==> src/rtl/pipe_pkg.sv <==
// Shared EX/MEM pipeline definitions: datapath widths and the MEM/WB control bundle.
package pipe_pkg;

  localparam int DATA_WIDTH     = 32;
  localparam int REG_ADDR_WIDTH = 5;

  typedef struct packed {
    logic reg_write;
    logic mem_read;
    logic mem_write;
    logic mem_to_reg;
    logic branch;
  } ctrl_t;

  localparam ctrl_t CTRL_BUBBLE = 5'b0_0000;

endpackage

==> src/rtl/ex_mem_pipe_reg_if.sv <==
// EX/MEM boundary bundle: the EX side (master) drives the stage inputs, the register (slave) drives the MEM-side outputs.
interface ex_mem_pipe_reg_if #(
  parameter int DATA_WIDTH     = pipe_pkg::DATA_WIDTH,
  parameter int REG_ADDR_WIDTH = pipe_pkg::REG_ADDR_WIDTH,
  parameter int CNT_WIDTH      = 16
);
  logic                      Stall;
  logic                      Flush;
  logic                      InValid;
  logic [DATA_WIDTH-1:0]     ALUResult;
  logic                      Zero;
  logic [DATA_WIDTH-1:0]     StoreData;
  logic [DATA_WIDTH-1:0]     BranchTarget;
  logic [REG_ADDR_WIDTH-1:0] WriteReg;
  logic                      RegWrite;
  logic                      MemRead;
  logic                      MemWrite;
  logic                      MemToReg;
  logic                      Branch;

  logic                      OutValid;
  logic [DATA_WIDTH-1:0]     OutALUResult;
  logic [DATA_WIDTH-1:0]     OutStoreData;
  logic [DATA_WIDTH-1:0]     OutBranchTarget;
  logic [REG_ADDR_WIDTH-1:0] OutWriteReg;
  logic                      OutRegWrite;
  logic                      OutMemRead;
  logic                      OutMemWrite;
  logic                      OutMemToReg;
  logic                      BranchTaken;
  logic                      FwdEn;
  logic [REG_ADDR_WIDTH-1:0] FwdReg;
  logic [DATA_WIDTH-1:0]     FwdData;
  logic [CNT_WIDTH-1:0]      StallCount;

  modport master (
    output Stall, Flush, InValid, ALUResult, Zero, StoreData, BranchTarget, WriteReg,
           RegWrite, MemRead, MemWrite, MemToReg, Branch,
    input  OutValid, OutALUResult, OutStoreData, OutBranchTarget, OutWriteReg,
           OutRegWrite, OutMemRead, OutMemWrite, OutMemToReg, BranchTaken,
           FwdEn, FwdReg, FwdData, StallCount
  );

  modport slave (
    input  Stall, Flush, InValid, ALUResult, Zero, StoreData, BranchTarget, WriteReg,
           RegWrite, MemRead, MemWrite, MemToReg, Branch,
    output OutValid, OutALUResult, OutStoreData, OutBranchTarget, OutWriteReg,
           OutRegWrite, OutMemRead, OutMemWrite, OutMemToReg, BranchTaken,
           FwdEn, FwdReg, FwdData, StallCount
  );

endinterface

==> src/rtl/sat_counter.sv <==
// Saturating up-counter with enable and asynchronous active-low clear; holds at all-ones.
module sat_counter #(
  parameter int WIDTH = 16
) (
  input  logic             clk,
  input  logic             rst_n,
  input  logic             en,
  output logic [WIDTH-1:0] count
);

  localparam logic [WIDTH-1:0] CNT_MAX = {WIDTH{1'b1}};

  logic [WIDTH-1:0] count_r;

  // Count enabled cycles, stopping at the maximum instead of wrapping
  always_ff @(posedge clk or negedge rst_n) begin
    if (!rst_n) begin
      count_r <= {WIDTH{1'b0}};
    end else if (en && (count_r != CNT_MAX)) begin
      count_r <= count_r + WIDTH'(1'b1);
    end else begin
      count_r <= count_r;
    end
  end

  assign count = count_r;

endmodule

==> src/rtl/ex_mem_pipe_reg.sv <==
// EX/MEM pipeline register: captures ALU32Bit results and MEM/WB controls with flush > stall > load priority,
// resolves branch-taken, and feeds a registered forwarding source back to EX.
module ex_mem_pipe_reg #(
  parameter int DATA_WIDTH     = pipe_pkg::DATA_WIDTH,
  parameter int REG_ADDR_WIDTH = pipe_pkg::REG_ADDR_WIDTH,
  parameter int CNT_WIDTH      = 16
) (
  input  logic             Clk,
  input  logic             Reset,
  ex_mem_pipe_reg_if.slave bus
);
  import pipe_pkg::*;

  ctrl_t                     load_ctrl_s;
  ctrl_t                     ctrl_d_s;
  ctrl_t                     ctrl_r;
  logic                      valid_d_s;
  logic                      valid_r;
  logic [DATA_WIDTH-1:0]     alu_d_s;
  logic [DATA_WIDTH-1:0]     alu_r;
  logic [DATA_WIDTH-1:0]     store_d_s;
  logic [DATA_WIDTH-1:0]     store_r;
  logic [DATA_WIDTH-1:0]     target_d_s;
  logic [DATA_WIDTH-1:0]     target_r;
  logic [REG_ADDR_WIDTH-1:0] wreg_d_s;
  logic [REG_ADDR_WIDTH-1:0] wreg_r;
  logic                      stall_cnt_en_s;

  // Qualify EX controls with InValid; the branch field carries the resolved taken decision
  always_comb begin
    load_ctrl_s            = CTRL_BUBBLE;
    load_ctrl_s.reg_write  = bus.RegWrite & bus.InValid &
                             (bus.WriteReg != {REG_ADDR_WIDTH{1'b0}});
    load_ctrl_s.mem_read   = bus.MemRead   & bus.InValid;
    load_ctrl_s.mem_write  = bus.MemWrite  & bus.InValid;
    load_ctrl_s.mem_to_reg = bus.MemToReg  & bus.InValid;
    load_ctrl_s.branch     = bus.Branch & bus.Zero & bus.InValid;
  end

  // Select next stage contents: flush wins over stall, stall wins over load
  always_comb begin
    valid_d_s  = valid_r;
    ctrl_d_s   = ctrl_r;
    alu_d_s    = alu_r;
    store_d_s  = store_r;
    target_d_s = target_r;
    wreg_d_s   = wreg_r;
    if (bus.Flush) begin
      valid_d_s  = 1'b0;
      ctrl_d_s   = CTRL_BUBBLE;
      alu_d_s    = {DATA_WIDTH{1'b0}};
      store_d_s  = {DATA_WIDTH{1'b0}};
      target_d_s = {DATA_WIDTH{1'b0}};
      wreg_d_s   = {REG_ADDR_WIDTH{1'b0}};
    end else if (bus.Stall) begin
      valid_d_s  = valid_r;
      ctrl_d_s   = ctrl_r;
    end else begin
      valid_d_s  = bus.InValid;
      ctrl_d_s   = load_ctrl_s;
      alu_d_s    = bus.ALUResult;
      store_d_s  = bus.StoreData;
      target_d_s = bus.BranchTarget;
      wreg_d_s   = bus.WriteReg;
    end
  end

  // Stage register
  always_ff @(posedge Clk or negedge Reset) begin
    if (!Reset) begin
      valid_r  <= 1'b0;
      ctrl_r   <= CTRL_BUBBLE;
      alu_r    <= {DATA_WIDTH{1'b0}};
      store_r  <= {DATA_WIDTH{1'b0}};
      target_r <= {DATA_WIDTH{1'b0}};
      wreg_r   <= {REG_ADDR_WIDTH{1'b0}};
    end else begin
      valid_r  <= valid_d_s;
      ctrl_r   <= ctrl_d_s;
      alu_r    <= alu_d_s;
      store_r  <= store_d_s;
      target_r <= target_d_s;
      wreg_r   <= wreg_d_s;
    end
  end

  assign bus.OutValid        = valid_r;
  assign bus.OutALUResult    = alu_r;
  assign bus.OutStoreData    = store_r;
  assign bus.OutBranchTarget = target_r;
  assign bus.OutWriteReg     = wreg_r;
  assign bus.OutRegWrite     = ctrl_r.reg_write;
  assign bus.OutMemRead      = ctrl_r.mem_read;
  assign bus.OutMemWrite     = ctrl_r.mem_write;
  assign bus.OutMemToReg     = ctrl_r.mem_to_reg;
  assign bus.BranchTaken     = ctrl_r.branch;

  // Loads are not forwardable from MEM; their data only exists after the memory access
  assign bus.FwdEn   = valid_r & ctrl_r.reg_write & ~ctrl_r.mem_to_reg;
  assign bus.FwdReg  = wreg_r;
  assign bus.FwdData = alu_r;

  assign stall_cnt_en_s = bus.Stall & ~bus.Flush;

  sat_counter #(
    .WIDTH (CNT_WIDTH)
  ) u_stall_cnt (
    .clk   (Clk),
    .rst_n (Reset),
    .en    (stall_cnt_en_s),
    .count (bus.StallCount)
  );

endmodule

==> src/flat_wrapper.sv <==
// flat-port wrapper written by rule: the top's interface ports become plain ports
module ex_mem_pipe_reg_flat import pipe_pkg::*;
#(
  parameter int DATA_WIDTH     = pipe_pkg::DATA_WIDTH,
  parameter int REG_ADDR_WIDTH = pipe_pkg::REG_ADDR_WIDTH,
  parameter int CNT_WIDTH      = 16
)
  (Clk, Reset, bus_Stall, bus_Flush, bus_InValid, bus_ALUResult, bus_Zero, bus_StoreData, bus_BranchTarget, bus_WriteReg, bus_RegWrite, bus_MemRead, bus_MemWrite, bus_MemToReg, bus_Branch, bus_OutValid, bus_OutALUResult, bus_OutStoreData, bus_OutBranchTarget, bus_OutWriteReg, bus_OutRegWrite, bus_OutMemRead, bus_OutMemWrite, bus_OutMemToReg, bus_BranchTaken, bus_FwdEn, bus_FwdReg, bus_FwdData, bus_StallCount);
  ex_mem_pipe_reg_if #(.DATA_WIDTH(DATA_WIDTH), .REG_ADDR_WIDTH(REG_ADDR_WIDTH), .CNT_WIDTH(CNT_WIDTH)) bus_i ();
  input  logic Clk;
  input  logic Reset;
  input wire logic [$bits(bus_i.Stall)-1:0] bus_Stall;
  input wire logic [$bits(bus_i.Flush)-1:0] bus_Flush;
  input wire logic [$bits(bus_i.InValid)-1:0] bus_InValid;
  input wire logic [$bits(bus_i.ALUResult)-1:0] bus_ALUResult;
  input wire logic [$bits(bus_i.Zero)-1:0] bus_Zero;
  input wire logic [$bits(bus_i.StoreData)-1:0] bus_StoreData;
  input wire logic [$bits(bus_i.BranchTarget)-1:0] bus_BranchTarget;
  input wire logic [$bits(bus_i.WriteReg)-1:0] bus_WriteReg;
  input wire logic [$bits(bus_i.RegWrite)-1:0] bus_RegWrite;
  input wire logic [$bits(bus_i.MemRead)-1:0] bus_MemRead;
  input wire logic [$bits(bus_i.MemWrite)-1:0] bus_MemWrite;
  input wire logic [$bits(bus_i.MemToReg)-1:0] bus_MemToReg;
  input wire logic [$bits(bus_i.Branch)-1:0] bus_Branch;
  output wire logic [$bits(bus_i.OutValid)-1:0] bus_OutValid;
  output wire logic [$bits(bus_i.OutALUResult)-1:0] bus_OutALUResult;
  output wire logic [$bits(bus_i.OutStoreData)-1:0] bus_OutStoreData;
  output wire logic [$bits(bus_i.OutBranchTarget)-1:0] bus_OutBranchTarget;
  output wire logic [$bits(bus_i.OutWriteReg)-1:0] bus_OutWriteReg;
  output wire logic [$bits(bus_i.OutRegWrite)-1:0] bus_OutRegWrite;
  output wire logic [$bits(bus_i.OutMemRead)-1:0] bus_OutMemRead;
  output wire logic [$bits(bus_i.OutMemWrite)-1:0] bus_OutMemWrite;
  output wire logic [$bits(bus_i.OutMemToReg)-1:0] bus_OutMemToReg;
  output wire logic [$bits(bus_i.BranchTaken)-1:0] bus_BranchTaken;
  output wire logic [$bits(bus_i.FwdEn)-1:0] bus_FwdEn;
  output wire logic [$bits(bus_i.FwdReg)-1:0] bus_FwdReg;
  output wire logic [$bits(bus_i.FwdData)-1:0] bus_FwdData;
  output wire logic [$bits(bus_i.StallCount)-1:0] bus_StallCount;
  assign bus_i.Stall = bus_Stall;
  assign bus_i.Flush = bus_Flush;
  assign bus_i.InValid = bus_InValid;
  assign bus_i.ALUResult = bus_ALUResult;
  assign bus_i.Zero = bus_Zero;
  assign bus_i.StoreData = bus_StoreData;
  assign bus_i.BranchTarget = bus_BranchTarget;
  assign bus_i.WriteReg = bus_WriteReg;
  assign bus_i.RegWrite = bus_RegWrite;
  assign bus_i.MemRead = bus_MemRead;
  assign bus_i.MemWrite = bus_MemWrite;
  assign bus_i.MemToReg = bus_MemToReg;
  assign bus_i.Branch = bus_Branch;
  assign bus_OutValid = bus_i.OutValid;
  assign bus_OutALUResult = bus_i.OutALUResult;
  assign bus_OutStoreData = bus_i.OutStoreData;
  assign bus_OutBranchTarget = bus_i.OutBranchTarget;
  assign bus_OutWriteReg = bus_i.OutWriteReg;
  assign bus_OutRegWrite = bus_i.OutRegWrite;
  assign bus_OutMemRead = bus_i.OutMemRead;
  assign bus_OutMemWrite = bus_i.OutMemWrite;
  assign bus_OutMemToReg = bus_i.OutMemToReg;
  assign bus_BranchTaken = bus_i.BranchTaken;
  assign bus_FwdEn = bus_i.FwdEn;
  assign bus_FwdReg = bus_i.FwdReg;
  assign bus_FwdData = bus_i.FwdData;
  assign bus_StallCount = bus_i.StallCount;
  ex_mem_pipe_reg #(.DATA_WIDTH(DATA_WIDTH), .REG_ADDR_WIDTH(REG_ADDR_WIDTH), .CNT_WIDTH(CNT_WIDTH)) u_core (.Clk(Clk), .Reset(Reset), .bus(bus_i));
endmodule
==> config.mk <==
export PLATFORM = sky130hd
export DESIGN_NAME = ex_mem_pipe_reg_flat
export DESIGN_NICKNAME = d
export VERILOG_FILES = /design/src/rtl/pipe_pkg.sv /design/src/rtl/ex_mem_pipe_reg_if.sv /design/src/rtl/sat_counter.sv /design/src/rtl/ex_mem_pipe_reg.sv /design/src/flat_wrapper.sv
export SDC_FILE = /design/constraint.sdc
export NUM_CORES = 1
export LEC_CHECK = 0
export BUFFER_PORTS_ARGS = -buffer_cell sky130_fd_sc_hd__buf_4
export CAP_MARGIN = 20
export CORE_MARGIN = 2
export CORE_UTILIZATION = 49
export CTS_CLUSTER_SIZE = 20
export DETAILED_ROUTE_END_ITERATION = 10
export PLACE_DENSITY_LB_ADDON = 0.12
export SYNTH_ARGS = -nofsm -noshare
export SYNTH_HDL_FRONTEND = slang
export SYNTH_SLANG_ARGS = --single-unit
==> constraint.sdc <==
create_clock -name Clk -period 4.2 [get_ports Clk]
set_clock_uncertainty 0.2 [all_clocks]
set_input_delay 0.42 -clock Clk [delete_from_list [all_inputs] [get_ports Clk]]
set_output_delay 0.42 -clock Clk [all_outputs]
set_load 0.02 [all_outputs]
== Yosys cells after proc, flatten, opt, wreduce, memory -nomap -nowiden ==
Cells that the tools add are included.

* Add/subtract/negate cells: 1
* Equal/unequal tests: 2
* Muxes and demuxes: 12
* Bitwise operators: 12
* Reduce and logical (&&, ||, !) cells: 2

{| class="wikitable"
|+ Operator list
! cell !! number
|-
| $mux W32 || 6
|-
| $mux W5 || 4
|-
| $add A16 B1 Y16 const B || 1
|-
| $ne A16 B16 Y1 const B || 1
|-
| $and A1 B1 Y1 || 10
|-
| $reduce_bool A5 Y1 || 1
|-
| $mux W1 || 2
|-
| $ne A2 B1 Y1 const B || 1
|-
| $not A1 Y1 || 2
|-
| $logic_and A1 B1 Y1 || 1
|}

* Register bits after elaboration: 123
* Output and inout bits: 161
* Logic and storage cells: 40

== Depth between registers and ports, before layout ==
* Word-level depth: 4
* Gate-level depth with buffers: 6
* Gate-level depth less buffers: 5

== Modules after synthesis ==
Synthesis repeated with hierarchy kept, for this count alone.

* Cells, all modules: 465
* Area total of the unflattened synthesis: 5539.1 µm²

{| class="wikitable"
|+ By module, submodules not included
! module !! times used !! cells an instance !! area each (µm²) !! seq. area each (µm²)
|-
| ex_mem_pipe_reg || 1 || 393 || 4679.5 || 2677.6
|-
| sat_counter || 1 || 72 || 859.6 || 400.4
|}

== Worst setup path before layout ==
Ideal clock, no wire load.

* Kind: reg-to-reg
* From: register u_core.u_stall_cnt.count_r[0], in the netlist u_core.u_stall_cnt.count[0]
* To: register u_core.u_stall_cnt.count_r[11], in the netlist u_core.u_stall_cnt.count[11]
* Library setup time: 131 ps
* Data arrival time: 1578 ps
* Path slack: 2291 ps
* Stages on the path, launching flop included: 7
* Path buffers: 1
* Cell sequence: dfrtp_1 ha_1 nand3_1 o41a_2 buf_6 nand4_1 xnor2_1

* Word-level cells in the longest chain between the ends: 2
* Elaborated cells between the ends (all ways): 3

{| class="wikitable"
|+ RTL lines
! element !! line !! source
|-
| start, declared || sat_counter.sv:13 || <nowiki>logic [WIDTH-1:0] count_r;</nowiki>
|-
| start signal, assigned || sat_counter.sv:18 || <nowiki>count_r <= {WIDTH{1'b0}};</nowiki>
|-
| start signal, assigned || sat_counter.sv:20 || <nowiki>count_r <= count_r + WIDTH'(1'b1);</nowiki>
|-
| start signal, assigned || sat_counter.sv:22 || <nowiki>count_r <= count_r;</nowiki>
|-
| branches (longest 2 deep; another with $add A16 B1 Y16) || n/a ||
|}

Several ways; the timed one is not identified.
A chain may end at the register's enable or synchronous reset.

== Worst setup path after layout ==
* From: input bus_Stall
* To: register u_core.store_r[11], in the netlist u_core.bus.OutStoreData[11]

* Word-level cells in the longest chain between the ends: 1

{| class="wikitable"
|+ RTL lines
! element !! line !! source
|-
| start, declared || flat_wrapper.sv:12 || <nowiki>input wire logic [$bits(bus_i.Stall)-1:0] bus_Stall;</nowiki>
|-
| $ne A2 B1 Y1 (no line) || n/a ||
|-
| end signal, assigned || ex_mem_pipe_reg.sv:74 || <nowiki>store_r <= {DATA_WIDTH{1'b0}};</nowiki>
|-
| end signal, assigned || ex_mem_pipe_reg.sv:81 || <nowiki>store_r <= store_d_s;</nowiki>
|-
| end, declared || ex_mem_pipe_reg.sv:22 || <nowiki>logic [DATA_WIDTH-1:0] store_r;</nowiki>
|}

Every way passes these cells.

==> summary.md <==
| Metric | Value |
|---|---|
| Final setup vio count | 0 |
| Min Clock Period, post-route | 2.05 ns |
| Ports | 273 |
| R2r setup slk | 2.21 ns |
| Status | complete, no violations |
| WP data arrival | 2.24 ns |
| Worst hold endpoint | u_core.bus.OutMemRead |
| HPWL Detailed | 9790 um |
| Final hold viol count | 0 |
| Clk sinks | 123 |
| Worst Path Required | 4.38 ns |
| Share of layout cells above drive strength 1 | 0.385 |
| Max stage delay on crit path | 0.73 ns |
| Hold Buf Count CTS | 103 |
| Via Count | 4733 |
| Adder and majority cell fraction of the synthesized area | 0.00235 |
| Synth-to-Final Area Change | 65.4% |
| Nets@finish | 909 |
| Mux share of post-synthesis cell area | 0.192 |
| Die area | 11700 um2 |
| Vias per Instance | 4.99 |
| First-pass GRT wire length | 24900 um |
| Initial antenna violation count | 0 |
| Worst Tran Pin Value | 0.943 ns |
| F_max | 487 MHz |
| Synth Instances | 460 |
| Main combinational cell family by area after synthesis | multiplexers |
| Number of DRC markers in iteration 0 | 223 |
| Layout fillers | 614 |
| Bufs on Longest Clock Path | 2 |
| Sum Neg Setup Slack | 0 ns |
| XOR/XNOR Fraction of Synth Area | 0.0247 |
| Critical Path Start Type | input pin |
| Crit Reg-Reg Endpoint | u_core.u_stall_cnt.count[1] |
| Drt wl/cell | 17.6 um |
| Utilization after layout | 0.823 |
| VDD IR max | 0.339 mV |
| Number of diodes | 0 |
| RSZ-0062 raised after global routing | false |
| Worst path cell trace | buf_6, buf_4, mux2i_1, nor2_1 |
| Register area | 3080 um2 |
| Clock root cell | clkbuf_8 |
| Antenna-violating nets left | 0 |
| CP top delay family | buffers and inverters |
| CTS buffer count | 17 |
| Worst hold stages | 4 |
| Post-Syn Area | 5320 um2 |
| Simple-gate share of the synthesized area | 0.119 |
| Critical path fanouts, max | 66 |
| PortBufs | 272 |
| Leak pwr | 4.69 nW |
| Worst-Skew Late Latency | 0.51 ns |
| Synth Area in Compound Gates | 0.00941 |
| Ys Warns | 0 |
| Largest net degree at the start of global routing | 73 |
| Crit end category | register |
| #FFs+latches synth | 123 |
| Yosys cell types | 26 |
| Worst R2R Path Depth | 4 |
| DIE WIDTH | 108 um |
| Sequential area share after synthesis | 0.578 |
| First-pass DRT Iterations | 4 |
| Grt ovf | 0 |
| Die H | 108 um |
| Num rows | 38 |
| Syn Nets | 573 |
| R2R Path Start | u_core.u_stall_cnt.count[0] |
| Period utilisation layout | 0.489 |
| Slew Viols, Final | 0 |
| Overall routing resource usage | 0.282 |
| Buffers plus inverters on the worst setup path | 2 |
| Hold crit path type | in -> reg |
| H-tree levels | 4 |
| Worst Hold Launch | bus_MemRead |
| Number of global-route vias before repair | 4975 |
| Worst-path clk slew | 0.06 ns |
| Post-CTS Setup Repair Bufs | 0 |
| Resized cells post-CTS | 0 |
| TritonCTS clock tree | done |
| Cell Pwr Density | 398 nW/um2 |
| Syn avg cell area | 11.6 um2 |
| Area taken by multi-input logic gates | 1850 um2 |
| DR DRC count | 0 |
| Placer's final routability congestion estimate | 0.768 |
| Slew Limit Headroom | 0.371 |
| Total Wirelength | 16700 um |
| Critical path class | in -> reg |
| Max cap viols | 0 |
| Initial core utilization | 0.497 |
| Slowest CP cell | buf_4 |
| Core Box Area | 10700 um2 |
-- cell families (layout without fill, tap and decap cells) --
| kind of cell | count (synthesis) | in the layout |
|---|---|---|
| fa+ha+maj | 1 | 1 |
| flops | 123 | 123 |
| mux | 102 | 102 |
| compound gates | 8 | 8 |
| buf+inv | 63 | 411 |
| xor+xnor | 15 | 15 |
| simple gates | 148 | 148 |
-- layout make-up --
class,count,share of cell area
Timing Repair Buffer,379,0.353
Sequential cell,123,0.350
Multi-Input combinational cell,274,0.210
Clock buffer,23,0.0542
Tap cell,140,0.0199
Clock inverter,8,0.0131
Inverter,1,0.000426
-- worst min-delay path, cell delays in order --
cell     delay [ns]
buf_4          0.08
and3_1         0.13
a21oi_1        0.04
nor2_1         0.07
-- sequential cells by signal, summed over array words and instances (netlist names) --
signal,count
u_core.bus.BranchTaken,1
u_core.bus.FwdData,32
u_core.bus.FwdReg,5
u_core.bus.OutBranchTarget,32
u_core.bus.OutMemRead,1
u_core.bus.OutMemToReg,1
u_core.bus.OutMemWrite,1
u_core.bus.OutRegWrite,1
u_core.bus.OutStoreData,32
u_core.bus.OutValid,1
u_core.u_stall_cnt.count,16
-- routing by layer --
metal  GRT usage  part of all wire
met5           0                 0
met2       0.513              0.53
met1       0.298              0.36
met4       0.132             0.034
met3      0.0850             0.070
-- cells in the final DEF, fill, tap and decap left out, types with 2 or more instances in the layout --
cell and n:
dlygate4sd3_1 103, a21oi_1 6, nand4_1 10, clkbuf_8 5, xnor2_1 14, dfrtp_1 123, clkbuf_16 16, clkbuf_1 2
mux2i_1 101, nor2_1 109, and3_1 5, nand2_1 9, bufinv_16 3, buf_4 275, nand3_1 6, clkinv_2 5
nor2b_1 2, and3_2 3
-- synthesized netlist by cell type, drive strengths merged --
master	n	area, um2
a21oi	6	30.0
and3	8	53.8
and4	1	10.0
buf	51	352
clkbuf	11	41.3
dfrtp	123	3080
ha	1	12.5
inv	1	3.75
mux2	1	11.3
mux2i	101	1010
nand2	9	33.8
nand3	6	30.0
nand4	10	62.6
nor2	109	409
nor2b	2	12.5
nor3	1	5.00
nor4	1	6.26
o211ai	1	7.51
o41a	1	12.5
or4	1	7.51
xnor2	14	123
xor2	1	8.76
-- stage by stage --
step	total power, W	std cells	setup slack [ns]	hold WS, ns	instance area (um2)
finish	0.00351	948	2.15	0.0626	8800
global route	0.00364	948	2.08	0.0751	8800
CTS	0.00351	948	2.22	0.0371	8800
detailed placement	0.00197	814	1.73	0.313	7180
global placement	0.00196	814	1.77	0.300	7180
floorplan	0.00168	460	2.29	-0.0756	5320
-- power by group --
group,internal (W),switching (W)
clock network,0.000959,0.000503
registers,0.00127,0.0000853
logic,0.000344,0.000345
total,0.00257,0.000933
-- worst max-delay path by stage --
stage	endpoint	slack, ns	start	cells after the start
2_1_floorplan	u_core.u_stall_cnt.count[11]	2.29	u_core.u_stall_cnt.count[0]	6
3_3_place_gp	u_core.bus.FwdData[0]	1.77	bus_Stall	4
3_5_place_dp	u_core.bus.OutStoreData[6]	1.73	bus_Stall	4
4_1_cts	u_core.u_stall_cnt.count[1]	2.22	u_core.u_stall_cnt.count[0]	4
5_1_grt	u_core.bus.OutStoreData[11]	2.08	bus_Stall	4
6_report	u_core.bus.OutStoreData[11]	2.15	bus_Stall	4
Power figures use the tool's default switching activity.
